$ cat src/rtl/tdm_pkg.sv
// Shared definitions for the 8:1 TDM link, used by both the transmitter and the receiver.
package tdm_pkg;

  localparam int TDM_N_CH  = 8;
  localparam int ERR_CNT_W = 8;

  typedef enum logic [0:0] {
    HUNT = 1'b0,
    RECV = 1'b1
  } tdm_state_e;

endpackage

$ cat src/rtl/tdm_slot_ctr.sv
// Slot index counter for the TDM receiver: wraps at the last slot, can jump to
// slot 1 when a frame marker arrives, and can be cleared when lock is lost.
module tdm_slot_ctr #(
  parameter int SEL_W = 3
) (
  input  logic             clk,
  input  logic             rst_n,
  input  logic             clr,
  input  logic             load1,
  input  logic             en,
  output logic [SEL_W-1:0] slot
);

  // clr and load1 take priority over advancing; the wrap relies on the
  // slot count being a power of two.
  always_ff @(posedge clk) begin
    if (!rst_n) begin
      slot <= '0;
    end else if (clr) begin
      slot <= '0;
    end else if (load1) begin
      slot <= SEL_W'(1);
    end else if (en) begin
      slot <= slot + SEL_W'(1);
    end
  end

endmodule

$ cat src/rtl/tdm_demux_8ch.sv
// Receive end of the TDM link: steers serial bits into channel slots, publishes
// complete frames, and tracks frame lock and framing errors.
module tdm_demux_8ch
  import tdm_pkg::*;
#(
  parameter  int N_CH  = TDM_N_CH,
  localparam int SEL_W = $clog2(N_CH)
) (
  input  logic                 clk,
  input  logic                 rst_n,
  input  logic                 din,
  input  logic                 din_valid,
  input  logic                 frame,
  output logic [N_CH-1:0]      dout,
  output logic                 dout_valid,
  output logic [SEL_W-1:0]     slot,
  output logic                 locked,
  output logic                 frame_err,
  output logic [ERR_CNT_W-1:0] err_cnt
);

  tdm_state_e      state;
  logic [N_CH-1:0] shadow;

  logic start;
  logic store;
  logic last;
  logic lose;
  logic err_evt;

  // A marker always begins a frame at slot 0, whether hunting or locked.
  always_comb begin
    start   = 1'b0;
    store   = 1'b0;
    last    = 1'b0;
    lose    = 1'b0;
    err_evt = 1'b0;
    if (din_valid) begin
      start = frame;
      if (state == RECV) begin
        store   = !frame && (slot != '0);
        last    = store && (slot == SEL_W'(N_CH - 1));
        lose    = !frame && (slot == '0);
        err_evt = frame ? (slot != '0) : (slot == '0);
      end
    end
  end

  tdm_slot_ctr #(
    .SEL_W(SEL_W)
  ) u_slot_ctr (
    .clk  (clk),
    .rst_n(rst_n),
    .clr  (lose),
    .load1(start),
    .en   (store),
    .slot (slot)
  );

  always_ff @(posedge clk) begin
    if (!rst_n) begin
      state      <= HUNT;
      shadow     <= '0;
      dout       <= '0;
      dout_valid <= 1'b0;
      frame_err  <= 1'b0;
      err_cnt    <= '0;
    end else begin
      dout_valid <= last;
      frame_err  <= err_evt;
      if (start) begin
        state     <= RECV;
        shadow[0] <= din;
      end else if (lose) begin
        state <= HUNT;
      end
      if (store) begin
        shadow[slot] <= din;
      end
      // The final bit bypasses the shadow so the frame is published on the same edge.
      if (last) begin
        dout <= {din, shadow[N_CH-2:0]};
      end
      if (err_evt && (err_cnt != {ERR_CNT_W{1'b1}})) begin
        err_cnt <= err_cnt + ERR_CNT_W'(1);
      end
    end
  end

  assign locked = (state == RECV);

endmodule

$ cat config.mk
export PLATFORM = sky130hd
export DESIGN_NAME = tdm_demux_8ch
export DESIGN_NICKNAME = d
export VERILOG_FILES = /design/src/rtl/tdm_pkg.sv /design/src/rtl/tdm_slot_ctr.sv /design/src/rtl/tdm_demux_8ch.sv
export SDC_FILE = /design/constraint.sdc
export NUM_CORES = 1
export LEC_CHECK = 0
export ABC_AREA = 1
export CORE_MARGIN = 3
export CORE_UTILIZATION = 40
export DETAILED_ROUTE_END_ITERATION = 10
export PLACE_DENSITY = 0.62
export SYNTH_ARGS = -nofsm -noshare
export SYNTH_HDL_FRONTEND = slang
export SYNTH_SLANG_ARGS = --single-unit
$ cat constraint.sdc
create_clock -name clk -period 3.7 [get_ports clk]
set_input_delay 0.37 -clock clk [delete_from_list [all_inputs] [get_ports clk]]
set_output_delay 0.37 -clock clk [all_outputs]
set_load 0.05 [all_outputs]
# Word-level counts from Yosys, hierarchy flattened
# Index checks and enable logic that the tools add are counted.
op_classes:
  addsub: 2
  mul: 0
  div: 0
  order_cmp: 2
  n_eq_ne: 2
  shift: 0
  mux: 20
  n_bitwise: 1
  n_reduce_logical: 12
op_table:
  columns: ["op", "n"]
  rows:
  - ["1-bit two-way mux", 18]
  - ["8-bit by 1-bit adder with 8-bit output (second input constant)", 1]
  - ["8-bit bitwise mux", 1]
  - ["8-bit != test (second input constant)", 1]
  - ["1-bit logical AND", 5]
  - ["3-bit by 4-bit < comparator with 1-bit output (second input constant)", 1]
  - ["2-bit nonzero test", 2]
  - ["3-bit by 1-bit adder with 3-bit output (second input constant)", 1]
  - ["1-bit demux with 3-bit select", 1]
  - ["3-bit equality test (second input constant)", 1]
  - ["3-bit by 1-bit >= comparator with 1-bit output (second input constant)", 1]
  - ["3-bit logical NOT", 1]
  - ["3-bit nonzero test", 1]
  - ["3-bit OR reduction", 1]
  - ["2-bit OR reduction", 1]
  - ["1-bit logical NOT", 1]
  - ["1-bit NOT", 1]
word_totals:
  reg_bits: 30
  latchBits: 0
  ram_bits: 0
  romBits: 0
  word_cells: 48
  memories: 0

# Logic depth before layout (Yosys ltp)
# Gate-level depths: netlist of the first run.
logic_depth:
  word_depth: 6
  depth_mapped: 11
  depth_no_buf: 10

# Modules after synthesis
# Synthesis of the first run repeated with hierarchy kept, for this count alone.
hier_totals:
  hier_cells: 198
  area_unflattened_um2: 1381.3
by_module_without_submodules:
  columns: ["module", "instances", "cells_per_inst", "area_per_inst_um2", "seq_area_each_um2"]
  rows:
  - ["tdm_demux_8ch", 1, 176, 1232.4, 520.5]
  - ["tdm_slot_ctr", 1, 22, 148.9, 60.1]

# Least setup slack after synthesis of the first run
# No wires, ideal clock.
synth_timing:
  kind: "reg2reg"
  from: "reg u_slot_ctr.slot[0]"
  to: "reg dout[5]"
  arrival_time_ns: 1.943
  setup_slack_ns: 1.691
  stages_incl_launch_ff: 12
  path_buffers: 1
  synth_period_minus_slack_ns: 2.009
  path_cell_list: "dfxtp_1 -> inv_1 -> ha_1 -> nand2_1 -> ha_1 -> inv_1 -> nor2_4 -> nand2_4 -> clkinv_4 -> buf_12 -> o21ai_2 -> a21oi_2"
synth_via:
  elab_chain_cells: 5
synth_lines:
  columns: ["item", "line", "rtl"]
  rows:
  - ["start: declaration", "tdm_slot_ctr.sv:11", "output logic [SEL_W-1:0] slot"]
  - ["start signal: assignment", "tdm_slot_ctr.sv:24", "slot <= slot + SEL_W'(1);"]
  - ["3-bit nonzero test", "tdm_demux_8ch.sv:41", "store = !frame && (slot != '0);"]
  - ["1-bit logical AND", "tdm_demux_8ch.sv:41", null]
  - ["1-bit logical AND (*)", "tdm_demux_8ch.sv:42", "last = store && (slot == SEL_W'(N_CH - 1));"]
  - ["1-bit two-way mux (*)", "tdm_demux_8ch.sv:40", "if (state == RECV) begin"]
  - ["1-bit two-way mux (*)", "tdm_demux_8ch.sv:38", "if (din_valid) begin"]
  - ["end signal: assignment", "tdm_demux_8ch.sv:82", "dout <= {din, shadow[N_CH-2:0]};"]
  - ["end: declaration", "tdm_demux_8ch.sv:14", "output logic [N_CH-1:0] dout,"]
# Mark *: on every way between the ends. The rest lies on a longest branch, timed or not.
# A chain may end at the register's enable or synchronous reset.

# Worst setup path after layout of the first run
layout_timing:
  from: "reg u_slot_ctr.slot[0]"
  to: "out slot[0]"
layout_rtl:
  columns: ["item", "line", "rtl"]
  rows:
  - ["end: declaration", "tdm_demux_8ch.sv:16", "output logic [SEL_W-1:0] slot,"]
# No word-level cell between the ends.

==> results_tabular.tex, run 1 <==
\begin{tabular}{lr}
\hline
Metric & Value \\
\hline
\multicolumn{2}{l}{\textbf{Finish}} \\
Fin area & approximately 1700 µm² \\
Final-stage net count & around 210 \\
Synthesis-to-finish area growth & 25.7\% \\
Count of inserted antenna diode cells & 0 \\
Most frequent standard cell in the layout excluding fill and tap cells & nand2\_1 \\
Fraction of the core area covered by cells at the end of the flow & 53.2\% \\
Commonest cells after routing, fill and taps aside & nand2\_1, dfxtp\_1, nor2\_1, clkdlybuf4s50\_1 \\
Fraction of layout cells with a size suffix above 1 & 9.85\% \\
\multicolumn{2}{l}{\textbf{GRT}} \\
Leftover overflow at the end of global routing & 0 \\
Number of antenna violations at the first check in global routing & 0 \\
Total track usage & between 10\% and 20\% \\
Vias in the first global route & 1054 \\
First-pass GRT wire length & $\sim$4600 µm \\
Pin count of the biggest net entering global routing & 23 \\
\multicolumn{2}{l}{\textbf{STA}} \\
Time the worst path needs with I/O delays and setup & slightly above 2000 ps \\
Maximum clock frequency & 0.492 GHz \\
Share of the cycle needed by the critical path after routing & between 50\% and 60\% \\
Final Hold Viols & 0 \\
Setup repair after global routing missed its margin & no \\
Final Max Slew Viols & 0 \\
Worst setup skew after layout & between 10 and 15 ps \\
Relative slew margins & $\sim$50\% \\
Total of endpoints with negative setup slack in the final report & 0 \\
Worst Max-Slew Pin Slew & 750 ps \\
Worst slack on hold paths & about 460 ps \\
Total Negative Setup Slacks & 0 ps \\
\multicolumn{2}{l}{\textbf{Worst setup path}} \\
Critical path class & flip-flop to output port \\
Crit path capture type & output port \\
Arrival time at the worst endpoint & 1660 ps \\
Beginning of the critical path & u\_slot\_ctr.slot[0] \\
WP buf/inv & 1 \\
CP top delay family & buffers and inverters \\
Data required time of the critical path & roughly 3300 ps \\
Worst Path Max Fanout & 7 \\
Worst flop-to-flop path startpoint & u\_slot\_ctr.slot[0] \\
Slowest-stage cell, CP & clkdlybuf4s50\_1 \\
Cell Chain, Critical Path & clkdlybuf4s50\_1 \\
CP Launch Type & flip-flop \\
Delay of the slowest critical-path stage & about 860 ps \\
\multicolumn{2}{l}{\textbf{Place}} \\
PortBufs & 26 \\
Last weighted congestion value of the routability-driven placer & about 0.8 \\
Dpl cell area & between 1500 and 2000 µm² \\
Half-perimeter wire length after placement & around 2000 µm \\
\multicolumn{2}{l}{\textbf{Clock network}} \\
Clock H-tree levels & 2 \\
Post-CTS sizing & 0 \\
Num Clock Sinks & 29 \\
Post-CTS Hold Buffers & 0 \\
Buffer type at the clock tree root & clkbuf\_4 \\
Count of buffers added by post-CTS timing repair for setup & 0 \\
Clock tree from TritonCTS & yes \\
Clk\_lat worst skew & 330 ps \\
Clock transition time at the flip-flop clock pins of the worst setup and hold paths & about 100 ps \\
Number of CTS-inserted buffers & 5 \\
Max clock buf depth & 2 \\
\multicolumn{2}{l}{\textbf{Yosys}} \\
Netlist Area Pre-Place & around 1300 µm² \\
Number of synthesis warnings & 0 \\
Syn Inst Count & roughly 170 \\
Distinct cell type count of the synthesized netlist & 23 \\
Register bit count reported by yosys & 29 \\
Avg Cell Area, Syn & approximately 7.6 µm² \\
Net count of the mapped netlist & between 150 and 200 \\
Proportion of synthesized chip area in sequential cells & $\sim$44\% \\
\multicolumn{2}{l}{\textbf{Route}} \\
First-pass detailed-route iteration total & 4 \\
Detail-routed net length per standard cell & 10.6 µm \\
Vias/cell & about 4.9 \\
DR DRC count & 0 \\
Antenna violation net count after detailed routing & 0 \\
Initial detailed-routing violation count & 54 \\
Routed wire length & around 2600 µm \\
Total number of vias & 1214 \\
\multicolumn{2}{l}{\textbf{Worst hold path}} \\
Hold WC Path Type & flip-flop to flip-flop \\
Hold path startpoint & shadow[3] \\
\multicolumn{2}{l}{\textbf{Die}} \\
Io pins & 27 \\
DIE WIDTH & $\sim$63 µm \\
Die ar. & approximately 4000 µm² \\
Number of core rows & 20 \\
Floorplan die height & 63.3 µm \\
Standard cell core area & roughly 3100 µm² \\
Starting utilization of the core area & around 42\% \\
\multicolumn{2}{l}{\textbf{Run status}} \\
Result of the run & complete, no violations \\
\multicolumn{2}{l}{\textbf{Power}} \\
Post-layout power & about 550 µW \\
Leakage component of the power & about 0.65 nW \\
Ratio of total power to cell area & roughly 330 nW/µm² \\
IR Drop Worst-Case VDD & $\sim$0.15 mV \\
\multicolumn{2}{l}{\textbf{Flow run}} \\
\# Max-Cap Violations & 0 \\
\hline
\end{tabular}
==> power breakdown <==
group	internal, mW	switching (mW)
clock	0.0722	0.111
combinational	0.0152	0.0286
sequential	0.315	0.00439
==> flip-flops by register name, indices dropped and copies added (netlist names) <==
register         count
dout                 8
dout_valid           1
err_cnt              8
frame_err            1
locked               1
shadow               7
u_slot_ctr.slot      3
==> path summary, 6_finish.rpt <==
check	endpoint	slack [ps]	depth (start not counted)
min	shadow[3]	460	2
min reg2reg	shadow[3]	460	2
max reg2reg	dout[3]	1830	10
max	slot[0]	1670	1
==> through the flow <==
stage,std cells,worst slack (ps)
2_1_floorplan,172,1690
4_1_cts,247,1660
5_1_grt,247,1610
6_report,247,1670
3_5_place_dp,239,1700
3_3_place_gp,239,1770
==> synth_stat cells <==
cell | instances | area [µm²]
dfxtp_1 | 29 | 581
a31oi_1 | 3 | 18.8
o21ai_2 | 2 | 17.5
nor2_4 | 1 | 11.3
nor2_2 | 3 | 18.8
nor2b_1 | 1 | 6.26
ha_1 | 6 | 75.1
clkinv_4 | 1 | 8.76
clkbuf_1 | 1 | 3.75
nand2_4 | 1 | 11.3
buf_12 | 1 | 20.0
nand3_2 | 1 | 10.0
nand2_1 | 31 | 116
nand3_1 | 14 | 70.1
clkbuf_2 | 1 | 5.00
nor3_1 | 2 | 10.0
a21oi_1 | 13 | 65.1
nand2_2 | 2 | 12.5
a21oi_2 | 2 | 17.5
o21ai_0 | 13 | 65.1
inv_1 | 14 | 52.6
nor2_1 | 28 | 105
nand4_1 | 2 | 12.5
==> cell type report <==
class                           count  area, µm²
Clock buffer                        6       41.3
Clock inverter                      2       10.0
Fill cell                         320       1450
Inverter                           15       61.3
Multi-Input combinational cell    125        643
Sequential cell                    29        581
Tap cell                           44       55.1
Timing Repair Buffer               26        260
==> kinds of logic (layout without fill, tap and decap cells) <==
family / count (synthesis) / count (layout) / share of synthesized area, %
adder cells (fa/ha/maj): 6 / 6 / 5.71
buffers and inverters: 18 / 49 / 6.86
flip-flops: 29 / 29 / 44.2
AO/OA/AOI/OAI: 33 / 33 / 14.0
AND/OR/NAND/NOR: 86 / 86 / 29.2
==> layer usage <==
layer	up-vias	routed length, µm	GRT usage [%]
met1	557	1290	18.6
li1	623	-	-
met5	-	0	0
met2	32	1170	22.0
met3	2	137	5.88
met4	0	19	4.85
(Power assumes the default switching activity.)
==> run 2, diff against run 1 <==
Settings changed: PLACE_DENSITY 0.62 to 0.64.
Clock period 3.7 ns to 1.8 ns, I/O delays scaled along.
==> run 2 against run 1 <==
Compared with the run above:
- combinational power is 130% higher
- routed wire length up 4.9%
- die area stayed put
- clock power is 110% higher
- critical path type unchanged
==> results_tabular.tex, run 2 (synthesis results as in run 1) <==
\begin{tabular}{lr}
\hline
Metric & Value \\
\hline
\multicolumn{2}{l}{\textbf{Run status}} \\
Result of the run & complete, no violations \\
\multicolumn{2}{l}{\textbf{Clock network}} \\
Number of CTS-inserted buffers & 5 \\
Buffer type at the clock tree root & clkbuf\_4 \\
Max clock buf depth & 2 \\
Clock H-tree levels & 2 \\
Num Clock Sinks & 29 \\
Clock transition time at the flip-flop clock pins of the worst setup and hold paths & around 100 ps \\
Clock tree from TritonCTS & yes \\
Clk\_lat worst skew & 330 ps \\
\multicolumn{2}{l}{\textbf{Worst hold path}} \\
Number of instances on the worst hold path & 2 \\
Hold WC Path Type & flip-flop to flip-flop \\
Hold EP & dout[5] \\
Hold path startpoint & shadow[5] \\
\multicolumn{2}{l}{\textbf{Worst setup path}} \\
Crit path capture type & output port \\
Cell Chain, Critical Path & clkdlybuf4s50\_1 \\
Data required time of the critical path & between 1500 and 2000 ps \\
Critical path class & flip-flop to output port \\
Slowest-stage cell, CP & clkdlybuf4s50\_1 \\
Worst-case reg-to-reg path depth & 9 \\
WP buf/inv & 1 \\
Worst Path Max Fanout & 4 \\
Worst flop-to-flop path startpoint & u\_slot\_ctr.slot[1] \\
Arrival time at the worst endpoint & 1540 ps \\
Reg-to-reg slack, setup & about 120 ps \\
Terminus of the critical flop-to-flop path & err\_cnt[7] \\
CP Launch Type & flip-flop \\
CP top delay family & buffers and inverters \\
Delay of the slowest critical-path stage & 820 ps \\
\multicolumn{2}{l}{\textbf{Finish}} \\
Total area of multi-input combinational cells & between 600 and 700 µm² \\
Commonest cells after routing, fill and taps aside & nand2\_1, nor2\_1, dfxtp\_1, clkdlybuf4s50\_1 \\
Registers with the most flip-flops & dout: 8 flops, err\_cnt: 8 flops, shadow: 7 flops \\
Most frequent standard cell in the layout excluding fill and tap cells & nand2\_1 \\
Final-stage net count & approximately 220 \\
Count of inserted antenna diode cells & 0 \\
Reg area & between 500 and 600 µm² \\
Synthesis-to-finish area growth & 30.8\% \\
Final non-filler cell total & between 200 and 300 \\
Number of inserted filler cells in the final layout & 330 \\
Fraction of the core area covered by cells at the end of the flow & $\sim$55\% \\
Fraction of layout cells with a size suffix above 1 & between 10\% and 20\% \\
\multicolumn{2}{l}{\textbf{GRT}} \\
Layer carrying the most global-route usage & met2 \\
Pin count of the biggest net entering global routing & 13 \\
First-pass GRT wire length & just under 5000 µm \\
Number of antenna violations at the first check in global routing & 0 \\
Leftover overflow at the end of global routing & 0 \\
Total track usage & 14.9\% \\
Met1 track demand over resource & 18.2\% \\
Vias in the first global route & between 1000 and 1500 \\
Global routing usage on met3 & 3.74\% \\
Met2 usage & between 20\% and 30\% \\
\multicolumn{2}{l}{\textbf{STA}} \\
Worst setup skew after layout & approximately 6.4 ps \\
Setup repair after global routing missed its margin & no \\
Relative slew margins & 66.4\% \\
Worst slack on hold paths & 463 ps \\
Total Negative Setup Slacks & 0 ps \\
Share of the cycle needed by the critical path after routing & 95.7\% \\
Final Hold Viols & 0 \\
Time the worst path needs with I/O delays and setup & 1720 ps \\
Total of endpoints with negative setup slack in the final report & 0 \\
Maximum clock frequency & about 0.58 GHz \\
Worst Max-Slew Pin Slew & 502 ps \\
Final Max Slew Viols & 0 \\
\multicolumn{2}{l}{\textbf{Die}} \\
Die ar. & about 4000 µm² \\
Io pins & 27 \\
Standard cell core area & about 3100 µm² \\
DIE WIDTH & 63.3 µm \\
Starting utilization of the core area & between 40 and 50\% \\
Floorplan die height & 63.3 µm \\
Number of core rows & 20 \\
\multicolumn{2}{l}{\textbf{Route}} \\
Antenna violation net count after detailed routing & 0 \\
Vias/cell & about 5 \\
Detail-routed net length per standard cell & 10.9 µm \\
Routed wire length & between 2000 and 3000 µm \\
Total number of vias & $\sim$1200 \\
Initial detailed-routing violation count & 39 \\
First-pass detailed-route iteration total & 4 \\
DR DRC count & 0 \\
\multicolumn{2}{l}{\textbf{Place}} \\
Last weighted congestion value of the routability-driven placer & approximately 0.87 \\
PortBufs & 26 \\
Half-perimeter wire length after placement & a little over 2000 µm \\
Placed cell count & between 200 and 250 \\
\multicolumn{2}{l}{\textbf{Power}} \\
Leakage component of the power & between 0.7 and 0.8 nW \\
IR Drop Worst-Case VDD & between 0.2 and 0.3 mV \\
Ratio of total power to cell area & $\sim$660 nW/µm² \\
\multicolumn{2}{l}{\textbf{Flow run}} \\
\# Max-Cap Violations & 0 \\
\hline
\end{tabular}
[run 2: cell count changes in the layout (fill, tap and decap cells not counted), moves of 2 or more]
| cell | change |
|---|---|
| buf_4 | +6 |
| clkdlybuf4s50_1 | -6 |
| dlymetal6s2s_1 | +4 |
| dfxtp_1 | -2 |
| nor2_2 | -2 |
| nor2_4 | +2 |
[run 2: tightest hold or removal path, stage by stage, from the launching register on]
cell,delay [ps]
dfxtp_1,310
inv_1,70
a21oi_2,50
[run 2: final cells by class]
| cell class | count | share of cell area [%] |
|---|---|---|
| inverters | 15 | 3.57 |
| well taps | 44 | 3.20 |
| clock inverters | 3 | 1.02 |
| clock buffers | 5 | 2.18 |
| multi-input cells | 125 | 38.7 |
| flip-flops and latches | 29 | 34.1 |
| repair buffers | 30 | 17.2 |
[run 2: metal layers]
metal / up-vias / part of all wire [%]
met1: 557 / 46
met2: 27 / 48
met5: - / 0
li1: 636 / -
met4: 0 / 1.2
met3: 5 / 4.3
[run 2: where the power goes]
group / total [mW] / switching, mW / internal (mW)
logic: 0.0996 / 0.0646 / 0.0349
clock network: 0.383 / 0.237 / 0.147
registers: 0.653 / 0.00692 / 0.646
total: 1.14 / 0.308 / 0.828
[run 2: how the worst max path moves through the flow]
stage	from	to	slack, ps	depth (start not counted)
2_1_floorplan	u_slot_ctr.slot[2]	dout[5]	10	10
3_3_place_gp	frame	err_cnt[7]	80	8
3_5_place_dp	frame	err_cnt[7]	10	8
4_1_cts	u_slot_ctr.slot[0]	slot[0]	6	2
5_1_grt	u_slot_ctr.slot[1]	err_cnt[6]	2	10
6_report	err_cnt[1]	err_cnt[1]	80	1
[run 2: through the flow]
step | total power [mW] | area (µm²) | setup slack (ps)
final | 1.14 | 1720 | 76.7
after global placement | 0.764 | 1620 | 80.2
after CTS | 1.15 | 1680 | 6.30
after detailed placement | 0.766 | 1620 | 12.3
after floorplan | 0.729 | 1320 | 11.1
after global routing | 1.20 | 1720 | 1.76
[run 2: timing repair]
action | in CTS | in global routing
setup endpoints to repair | 0 | 13
buffers inserted | 0 | 1
hold buffers | 0 | 0
resized for setup | 0 | 10
==> run 3, diff against run 2 <==
Settings changed: ABC_CLOCK_PERIOD_IN_PS set to 1800, CTS_CLUSTER_DIAMETER set to 40.
==> results of run 3 <==
No change in the layout: final DEF, timing and power equal those of run 2.
==> variant: new RTL, settings of run 2 <==
Put a register stage on the output `slot`, cleared by the reset. The value now appears one clock later. The other outputs are not delayed to match.
--- a/src/rtl/tdm_demux_8ch.sv
+++ b/src/rtl/tdm_demux_8ch.sv
@@ -21,2 +21,4 @@
 
+  logic [SEL_W-1:0] slot_d;
+
   tdm_state_e      state;
@@ -40,6 +42,6 @@
       if (state == RECV) begin
-        store   = !frame && (slot != '0);
-        last    = store && (slot == SEL_W'(N_CH - 1));
-        lose    = !frame && (slot == '0);
-        err_evt = frame ? (slot != '0) : (slot == '0);
+        store   = !frame && (slot_d != '0);
+        last    = store && (slot_d == SEL_W'(N_CH - 1));
+        lose    = !frame && (slot_d == '0);
+        err_evt = frame ? (slot_d != '0) : (slot_d == '0);
       end
@@ -56,3 +58,3 @@
     .en   (store),
-    .slot (slot)
+    .slot (slot_d)
   );
@@ -77,3 +79,3 @@
       if (store) begin
-        shadow[slot] <= din;
+        shadow[slot_d] <= din;
       end
@@ -91,2 +93,10 @@
 
+  always_ff @(posedge clk) begin
+    if (!rst_n) begin
+      slot <= '0;
+    end else begin
+      slot <= slot_d;
+    end
+  end
+
 endmodule
Behaviour: not the same (Yosys sat finds a counterexample within 4 cycles, from zero or initial values and one cycle with rst_n low).
==> variant against run 2 <==
Utilization is 2.1 points higher. Synthesized area is 4.2% higher. Critical endpoint is now err_cnt[7]. First-iteration DRC count is 51% higher. Via count is 6.1% higher. Setup slack worse by 4.8 ps. Sequential cell count is 3 higher. Routed wire length is 15% higher. Clock skew is 1.8 ps lower. Die area is 3.8% higher. Design area is 5.4% higher. Cell count is 3.2% higher. Power is 13% higher. Largest cell class unchanged.
==> variant: results <==
worst_hold_path:
  holdPathStages: 2
  worstHoldEndpoint: "dout[3]"
  min_from: "shadow[3]"
synthesis:
  syn_nets: 190
  synthMuxAreaShare: 0
  synth_common_cells: "32 x dfxtp_1, 32 x nand2_1, 29 x nor2_1, 16 x inv_1"
  seq_area_frac_synth: 0.4680
  synthAdderAreaFrac: 0.05484
  syn_inst: 179
  synth_compound_area_frac: 0.1325
  synth_area_leaders: "dfxtp_1 47%, nand2_1 8.8%, nor2_1 8.0%, a21oi_1 5.5%, ha_1 5.5%"
  synth_ff_type: "dfxtp_1"
global_routing:
  grt_pass1_wl_mm: 5.271
  grt_use_total: 0.1621
  grt_max_degree: 19
  use_met3: 0.04679
  use_met2: 0.2693
  met1_usage: 0.1850
  grt_pass1_vias: 1220
worst_setup_path:
  rrSetupSlack_ps: 80
  r2r_end: "shadow[6]"
  arrival_ps: 1550
  cp-startpoint: "err_cnt[7]"
  crit_path_end: "err_cnt[7]"
  timing.rr.start: "u_slot_ctr.slot[0]"
routing:
  firstDrtPassIters: 4
  vias: 1300
  drt_iter0_markers: 59
  wirelength_mm: 3.147
clocking:
  clk_pin_slew_worst_paths_ps: 100
  insertion_delay_ps: 340
placement:
  place_hpwl_mm: 2.200
  gp_congestion: 0.8576
  place_inst: 250
  post-place-ws_ps: -68.12
  place_area_sq_um: 1687
final_layout:
  nFillCells: 314
  final_cells: 259
  nets: 226
  multi_input_area_sq_um: 665.6
  drive_gt1_frac: 0.1209
sta:
  worst_slack_ps: 71.90
  relSlewSlack: 0.6599
  clock_skew_ps: 4.564
  holdWs_ps: 458.0
pwr:
  power_leakage_nw: 0.8251
  internal_power_uw: 971.0
  ir_worst_vdd_uv: 342.5
outcome:
  status: "finished clean"
run:
  cap_viol_max_count: 0
variant: changes by cell type in the layout (fill, tap and decap cells not counted), sizes merged, moves of 2 or more:
cell and change:
clkbuf +2, inv +3, clkinv -3, dfxtp +3
variant: power by group through the flow:
stage	clock [mW]	combinational [mW]	sequential, mW
final	0.464	0.0998	0.722
after global routing	0.505	0.110	0.724
after CTS	0.474	0.0945	0.721
after detailed placement	0	0.0938	0.738
after global placement	0	0.0920	0.737
after floorplan	0	0.0404	0.754
variant: per-layer routing:
layer | share of wire | wire (um)
met1 | 0.43 | 1356
met2 | 0.50 | 1565
met3 | 0.048 | 150
met4 | 0.024 | 74
met5 | 0 | 0
variant: final cells by class:
class,instances,share of cell area
inverters,17,0.03801
flip-flops and latches,32,0.3538
clock buffers,7,0.03594
repair buffers,32,0.1742
multi-input cells,127,0.3677
well taps,44,0.03041
